==> config.mk <==
export PLATFORM = sky130hd
export DESIGN_NAME = ram_ctrl
export DESIGN_NICKNAME = d
export VERILOG_FILES = /design/src/rtl/ram_ctrl.sv
export SDC_FILE = /design/constraint.sdc
export NUM_CORES = 1
export LEC_CHECK = 0
export ABC_AREA = 1
export CELL_PAD_IN_SITES_DETAIL_PLACEMENT = 1
export CELL_PAD_IN_SITES_GLOBAL_PLACEMENT = 2
export CORE_MARGIN = 2
export CORE_UTILIZATION = 25
export DETAILED_ROUTE_END_ITERATION = 10
export MAX_ROUTING_LAYER = met4
export PLACE_DENSITY = 0.76
export SLEW_MARGIN = 5
export SYNTH_ARGS = -nofsm -noshare
export SYNTH_HDL_FRONTEND = slang
export SYNTH_SLANG_ARGS = --single-unit
==> constraint.sdc <==
create_clock -name clk -period 2.1 [get_ports clk]
set_clock_uncertainty 0.1 [all_clocks]
set_input_delay 0.42 -clock clk [delete_from_list [all_inputs] [get_ports clk]]
set_output_delay 0.42 -clock clk [all_outputs]
set_load 0.05 [all_outputs]
==> src/rtl/ram_ctrl.sv <==
// ram_ctrl: sequences CPU byte requests into strobed RAM read/write cycles.
// Optional 16-bit (two byte-cycle) access is compiled in with RAM_CTRL_WORD_EN.
module ram_ctrl #(
    parameter int unsigned ADDR_W      = 15,
    parameter int unsigned WAIT_CYCLES = 0
) (
    input  logic              clk,
    input  logic              rst,
    input  logic              req_valid,
    output logic              req_ready,
    input  logic              req_we,
    input  logic              req_word,
    input  logic [ADDR_W-1:0] req_addr,
    input  logic [15:0]       req_wdata,
    output logic              rsp_valid,
    output logic [15:0]       rsp_rdata,
    output logic [ADDR_W-1:0] ram_addr,
    output logic [7:0]        ram_dout,
    output logic              ram_doe,
    input  logic [7:0]        ram_din,
    output logic              ram_r,
    output logic              ram_w
);
    localparam int unsigned      CNT_W    = 4;
    localparam logic [CNT_W-1:0] CNT_LOAD = CNT_W'(WAIT_CYCLES);

    typedef enum logic [1:0] {IDLE, SETUP, STROBE, HOLD} state_t;
    state_t state, state_nxt;

    logic [CNT_W-1:0]  cnt;
    logic              op_we;
    logic              op_hi;
    logic              more_bytes;
    logic              accept;
    logic              last_strobe;
    logic [ADDR_W-1:0] op_addr;
    logic [15:0]       op_wdata;
    logic [7:0]        rd_lo;
    logic [15:0]       rd_word;

    logic              req_ready_d;
    logic              rsp_valid_d;
    logic [15:0]       rsp_rdata_d;
    logic [ADDR_W-1:0] ram_addr_d;
    logic [7:0]        ram_dout_d;
    logic              ram_doe_d;
    logic              ram_r_d;
    logic              ram_w_d;

    assign accept      = req_valid & req_ready;
    assign last_strobe = (state == STROBE) && (cnt == '0);

`ifdef RAM_CTRL_WORD_EN
    logic       op_word;
    logic [7:0] rd_hi;

    // Second-byte tracking for 16-bit accesses
    always_ff @(posedge clk or posedge rst) begin
        if (rst) begin
            op_word <= 1'b0;
            op_hi   <= 1'b0;
            rd_hi   <= '0;
        end else begin
            if (accept) begin
                op_word <= req_word;
                op_hi   <= 1'b0;
            end else if ((state == HOLD) && more_bytes) begin
                op_hi <= 1'b1;
            end
            if (last_strobe && !op_we && op_hi) begin
                rd_hi <= ram_din;
            end
        end
    end

    assign more_bytes = op_word & ~op_hi;
    assign rd_word    = op_word ? {rd_hi, rd_lo} : {8'h00, rd_lo};
`else
    logic unused_req_word;

    assign unused_req_word = req_word;
    assign op_hi           = 1'b0;
    assign more_bytes      = 1'b0;
    assign rd_word         = {8'h00, rd_lo};
`endif

    // State register
    always_ff @(posedge clk or posedge rst) begin
        if (rst) begin
            state <= IDLE;
        end else begin
            state <= state_nxt;
        end
    end

    // Next-state logic
    always_comb begin
        state_nxt = state;
        case (state)
            IDLE:    if (accept) state_nxt = SETUP;
            SETUP:   state_nxt = STROBE;
            STROBE:  if (cnt == '0) state_nxt = HOLD;
            HOLD:    state_nxt = more_bytes ? SETUP : IDLE;
            default: state_nxt = IDLE;
        endcase
    end

    // Request capture, strobe-width counter and read-byte capture
    always_ff @(posedge clk or posedge rst) begin
        if (rst) begin
            op_we    <= 1'b0;
            op_addr  <= '0;
            op_wdata <= '0;
            rd_lo    <= '0;
            cnt      <= '0;
        end else begin
            if (accept) begin
                op_we    <= req_we;
                op_addr  <= req_addr;
                op_wdata <= req_wdata;
            end
            if (state == SETUP) begin
                cnt <= CNT_LOAD;
            end else if ((state == STROBE) && (cnt != '0)) begin
                cnt <= cnt - CNT_W'(1);
            end
            if (last_strobe && !op_we && !op_hi) begin
                rd_lo <= ram_din;
            end
        end
    end

    // Output next-values; the bus is loaded one cycle ahead of the strobe
    always_comb begin
        req_ready_d = (state_nxt == IDLE);
        rsp_valid_d = 1'b0;
        rsp_rdata_d = rsp_rdata;
        ram_addr_d  = ram_addr;
        ram_dout_d  = ram_dout;
        ram_doe_d   = ram_doe;
        ram_r_d     = 1'b0;
        ram_w_d     = 1'b0;
        case (state)
            IDLE: begin
                if (accept) begin
                    ram_addr_d = req_addr;
                    ram_doe_d  = req_we;
                    if (req_we) ram_dout_d = req_wdata[7:0];
                end
            end
            SETUP: begin
                ram_r_d = ~op_we;
                ram_w_d = op_we;
            end
            STROBE: begin
                if (cnt != '0) begin
                    ram_r_d = ~op_we;
                    ram_w_d = op_we;
                end
            end
            HOLD: begin
                if (more_bytes) begin
                    ram_addr_d = op_addr + ADDR_W'(1);
                    ram_doe_d  = op_we;
                    if (op_we) ram_dout_d = op_wdata[15:8];
                end else begin
                    ram_doe_d   = 1'b0;
                    rsp_valid_d = 1'b1;
                    if (!op_we) rsp_rdata_d = rd_word;
                end
            end
            default: begin
                ram_doe_d = 1'b0;
            end
        endcase
    end

    // Output registers
    always_ff @(posedge clk or posedge rst) begin
        if (rst) begin
            req_ready <= 1'b1;
            rsp_valid <= 1'b0;
            rsp_rdata <= '0;
            ram_addr  <= '0;
            ram_dout  <= '0;
            ram_doe   <= 1'b0;
            ram_r     <= 1'b0;
            ram_w     <= 1'b0;
        end else begin
            req_ready <= req_ready_d;
            rsp_valid <= rsp_valid_d;
            rsp_rdata <= rsp_rdata_d;
            ram_addr  <= ram_addr_d;
            ram_dout  <= ram_dout_d;
            ram_doe   <= ram_doe_d;
            ram_r     <= ram_r_d;
            ram_w     <= ram_w_d;
        end
    end

endmodule

* After elaboration in Yosys (flattened, before gate mapping)
Cells that the tools add are included.
Operators by class: $add $sub $neg 1, multipliers 0, div/mod/pow operators 0, order comparisons 0, equality and inequality tests 4, shift-type cells 0, muxes and demuxes 12, bitwise logic cells 2, reductions and logical operators 14
Operators with widths (count):
- $mux 4 | 2
- $pmux 2 s4 | 1
- $pmux 1 s2 | 3
- $reduce_and 2->1 | 3
- $eq 2x2->1 const B | 2
- $logic_not 2->1 | 2
- $logic_not 4->1 | 1
- $mux 1 | 4
- $mux 2 | 2
- $reduce_bool 2->1 | 2
- $reduce_bool 4->1 | 1
- $sub 4x1->4 const B | 1
- $logic_and 1x1->1 | 3
- $reduce_and 3->1 | 1
- $eq 2x1->1 const B | 1
- $ne 2x2->1 const B | 1
- $and 1x1->1 | 1
- $logic_not 1->1 | 1
- $not 1->1 | 1
Storage, ports and cells: flip-flop bits (word level) 51, latch bits 0, RAM bits 0, ROM bits 0, input bits 44, output and inout port bits 44, logic and storage cells 45, memories 0

* Longest topological paths before layout
depth after elaboration 4, gate-level depth with buffers 8, mapped depth without buffers 8

* Worst setup path after synthesis
OpenSTA, ideal clock, no wires.
path type flip-flop to flip-flop, start register req_ready, end register ram_addr[0], setup time 119 ps, arrival time 1321 ps, data required time 1881 ps, slack 559 ps, cell stages (with the launch flop) 8, buffers on the path 2, period minus slack after synthesis 1541 ps, cell sequence dfstp_2 nand2_1 inv_2 buf_4 nand2_4 buf_4 nand2_1 nand2_1
Between the ends: word-level cells in the longest chain between the ends 2
Ends and longest elaborated chain:
- start, declared | RTL line 10 | output logic req_ready,
- start signal, assigned | RTL line 190 | req_ready <= req_ready_d;
- $and 1x1->1 | RTL line 50 | assign accept = req_valid & req_ready;
- $reduce_and 2->1 (no line)
- end signal, assigned | RTL line 193 | ram_addr <= ram_addr_d;
- end, declared | RTL line 17 | output logic [ADDR_W-1:0] ram_addr,
No other way between the ends. A chain may end at the register's enable or synchronous reset.

* Worst setup path after layout
start register rsp_rdata[7], end output port rsp_rdata[7]
RTL lines:
- start, declared | RTL line 16 | output logic [15:0] rsp_rdata,
- start signal, assigned | RTL line 192 | rsp_rdata <= rsp_rdata_d;
No word-level cell between the ends.

==> results.yml <==
logic_synthesis:
  yosys_warnings: 0
  synth_cells: 233
  yosysMostFrequentCell: "nand2_1"
  synthTopCellsByArea: "dfrtp_1, nand2_1, nand3_1"
  synth_top_cell_by_area: "dfrtp_1"
  synth_edf_count: 0
  synth_common_cells: "nand2_1, dfrtp_1, inv_1, nand3_1, o21ai_0"
  syn_area_per_cell_um2: 9.54
  ys_types: 24
  ys.flop_type: "dfrtp_1"
  syn_area_um2: 2220
  netlist.area_leader.share_pct: 56.3
  async_reset_ff_share_pct: 100
  synth_seq_area_share_pct: 57.5
  synth-seq-cells: 51
cts:
  clk_path_buf_depth: 2
  cts-root-buf: "clkbuf_8"
  postCtsResizedCells: 0
  cts_tree: "built"
  clk_pin_slew_ns: 0.10
  numCtsBuffers: 5
  post-cts-setup-buffers: 0
  htreeDepth: 2
  cts_sinks: 51
  clock_latency_ns: 0.30
  cts_hold_buf: 0
placement:
  dp_hpwl_mm: 3.91
  portBuffers: 70
  dp.cells: 407
  gp_congestion: 0.802
worst_setup_path:
  path_max_fanout: 2
  start_kind: "flop"
  crit_required_ns: 1.58
  reg2reg_to: "rd_lo[2]"
  cpPeakStageDelay_ns: 0.83
  critPathLaunch: "rsp_rdata[7]"
  r2r_start: "state[0]"
  critPathTopFamily: "buffers and inverters"
  end_kind: "output pin"
  arrival_ns: 1.50
  path_class: "reg -> out"
  cp_cell_sequence: "clkdlybuf4s50_1"
  r2r_setup_slack_ns: 0.47
  critPathBufInv: 1
  reg2reg_depth: 5
  crit_cells: 1
  crit_end: "rsp_rdata[7]"
  crit_path_top_delay_cell: "clkdlybuf4s50_1"
floorplanning:
  die_area_um2: 9660
  placementRows: 34
  die_h_um: 98.3
  io_pins: 88
  start_util_pct: 25.6
  core_um2: 8680
  die_x_um: 98.3
timing:
  finalHoldViolations: 0
  worst_pin_slew_ns: 0.535
  period_needed_ns: 2.02
  holdWs_ns: 0.314
  grt_setup_unrepaired: "false"
  slew_headroom_pct: 64.2
  report.final.slew_viol_count: 0
  setup_viol: 0
  tns_ns: 0
  fin_crit_sh_pct: 96.3
  fmax_mhz: 495
layout:
  fill_cells: 1008
  num_antenna_cells: 0
  post_route_cells_drive_above_1_share_pct: 10.4
  area_growth_pct: 41.2
  fin_nets: 356
  finalNonFillerCells: 415
power_and_ir_drop:
  p_clk_share_pct: 13.0
  p_switching_mw: 2.54
  seqPwrFrac_pct: 31.6
  peakVddDrop_uv: 523
  power_density_nw_per_um2: 1680
  p_sw_share_pct: 48.2
  intPower_mw: 2.74
  comb_power_share_pct: 55.4
  p_leak_nw: 1.52
drt:
  detail-route-antenna-nets: 0
  avgViaCountPerCell: 4.19
  wl_per_cell_um: 12.8
  drt_pass1_iterations: 4
  vias: 1739
  drt_iter0_drc: 35
  finalWirelength_mm: 5.30
  drc: 0
min_path:
  holdCritPathClass: "in -> async"
global_route:
  grt_overflow: 0
  grt_pass1_vias: 1811
  track_usage_pct: 11.4
  grt_antenna_before_repair: 0
  grt_max_degree: 21
  grt_pass1_wl_mm: 8.66
flow_run:
  drv_cap: 0
status:
  status: "finished, final reports clean"
worst min-delay path by stage:
stage / start / endpoint / slack [ns] / cells after the start
final: rst / rsp_rdata[1] / 0.31 / 2
after global routing: rst / rsp_rdata[1] / 0.34 / 2
after CTS: rst / rsp_rdata[1] / 0.32 / 2
after detailed placement: op_we / ram_r / 0.34 / 1
after global placement: op_we / ram_r / 0.33 / 1
after floorplan: op_we / ram_r / 0.32 / 1
flip-flops by register name, summed over array words and instances, names as in the netlist, 2 cells and up:
name / cells
ram_dout: 8
rsp_rdata: 8
rd_lo: 8
ram_addr: 15
state: 2
cnt: 4
metrics by stage:
step           total power [mW]  util [%]  area, um2  setup slack, ns
2_1_floorplan              3.70         -       2250            0.352
3_3_place_gp               4.59      34.9       3030            0.420
3_5_place_dp               4.66      34.9       3030            0.361
4_1_cts                    5.37      36.2       3140           0.0489
5_1_grt                    5.63      36.2       3140          0.00123
6_report                   5.28      36.2       3140           0.0780
area by class of cell:
type                       instances  area, um2  share of cell area (%)
clock buffer                       6       72.6                    2.31
clock inverter                     2       37.5                    1.20
sequential                        51       1280                    40.7
multi-input combinational        145        752                    24.0
timing repair buffer              75        758                    24.2
tap                              108        135                    4.31
inverter                          28        105                    3.35
logic make-up after synthesis:
kind of cell / after synthesis / share of synthesized area [%]
compound gates: 29 / 7.88
buf+inv: 44 / 9.85
simple gates: 100 / 20.3
flops: 51 / 57.5
fa+ha+maj: 6 / 3.38
other cells: 1 / 0.169
mux: 1 / 0.507
xor+xnor: 1 / 0.394
metal layers:
layer	up-vias	track usage, %	share of wire, %	wire [um]
met2	50	17.5	47	2470
li1	858	-	-	-
met1	825	14.7	47	2480
met3	6	3.08	5.4	286
met4	0	4.00	1.2	65
met5	-	-	0	0
power by group through the flow:
stage          clock network (mW)  registers [mW]  logic (mW)
6_report                    0.684            1.67        2.93
5_1_grt                     0.743            1.74        3.15
4_1_cts                     0.711            1.68        2.98
3_5_place_dp                    0            1.70        2.97
3_3_place_gp                    0            1.68        2.91
2_1_floorplan                   0            2.72       0.979
layout by cell type, fill, tap and decap left out, types with 5 or more instances in the layout:
cell type and count:
conb_1 8, inv_1 25, ha_1 6, dfrtp_1 50, buf_4 5, nand2_1 63, o21ai_0 20, nand3_1 20
clkdlybuf4s50_1 68, a21oi_2 7, nor2_1 11, clkbuf_8 5
No activity file was read; power rests on OpenSTA's default activity.
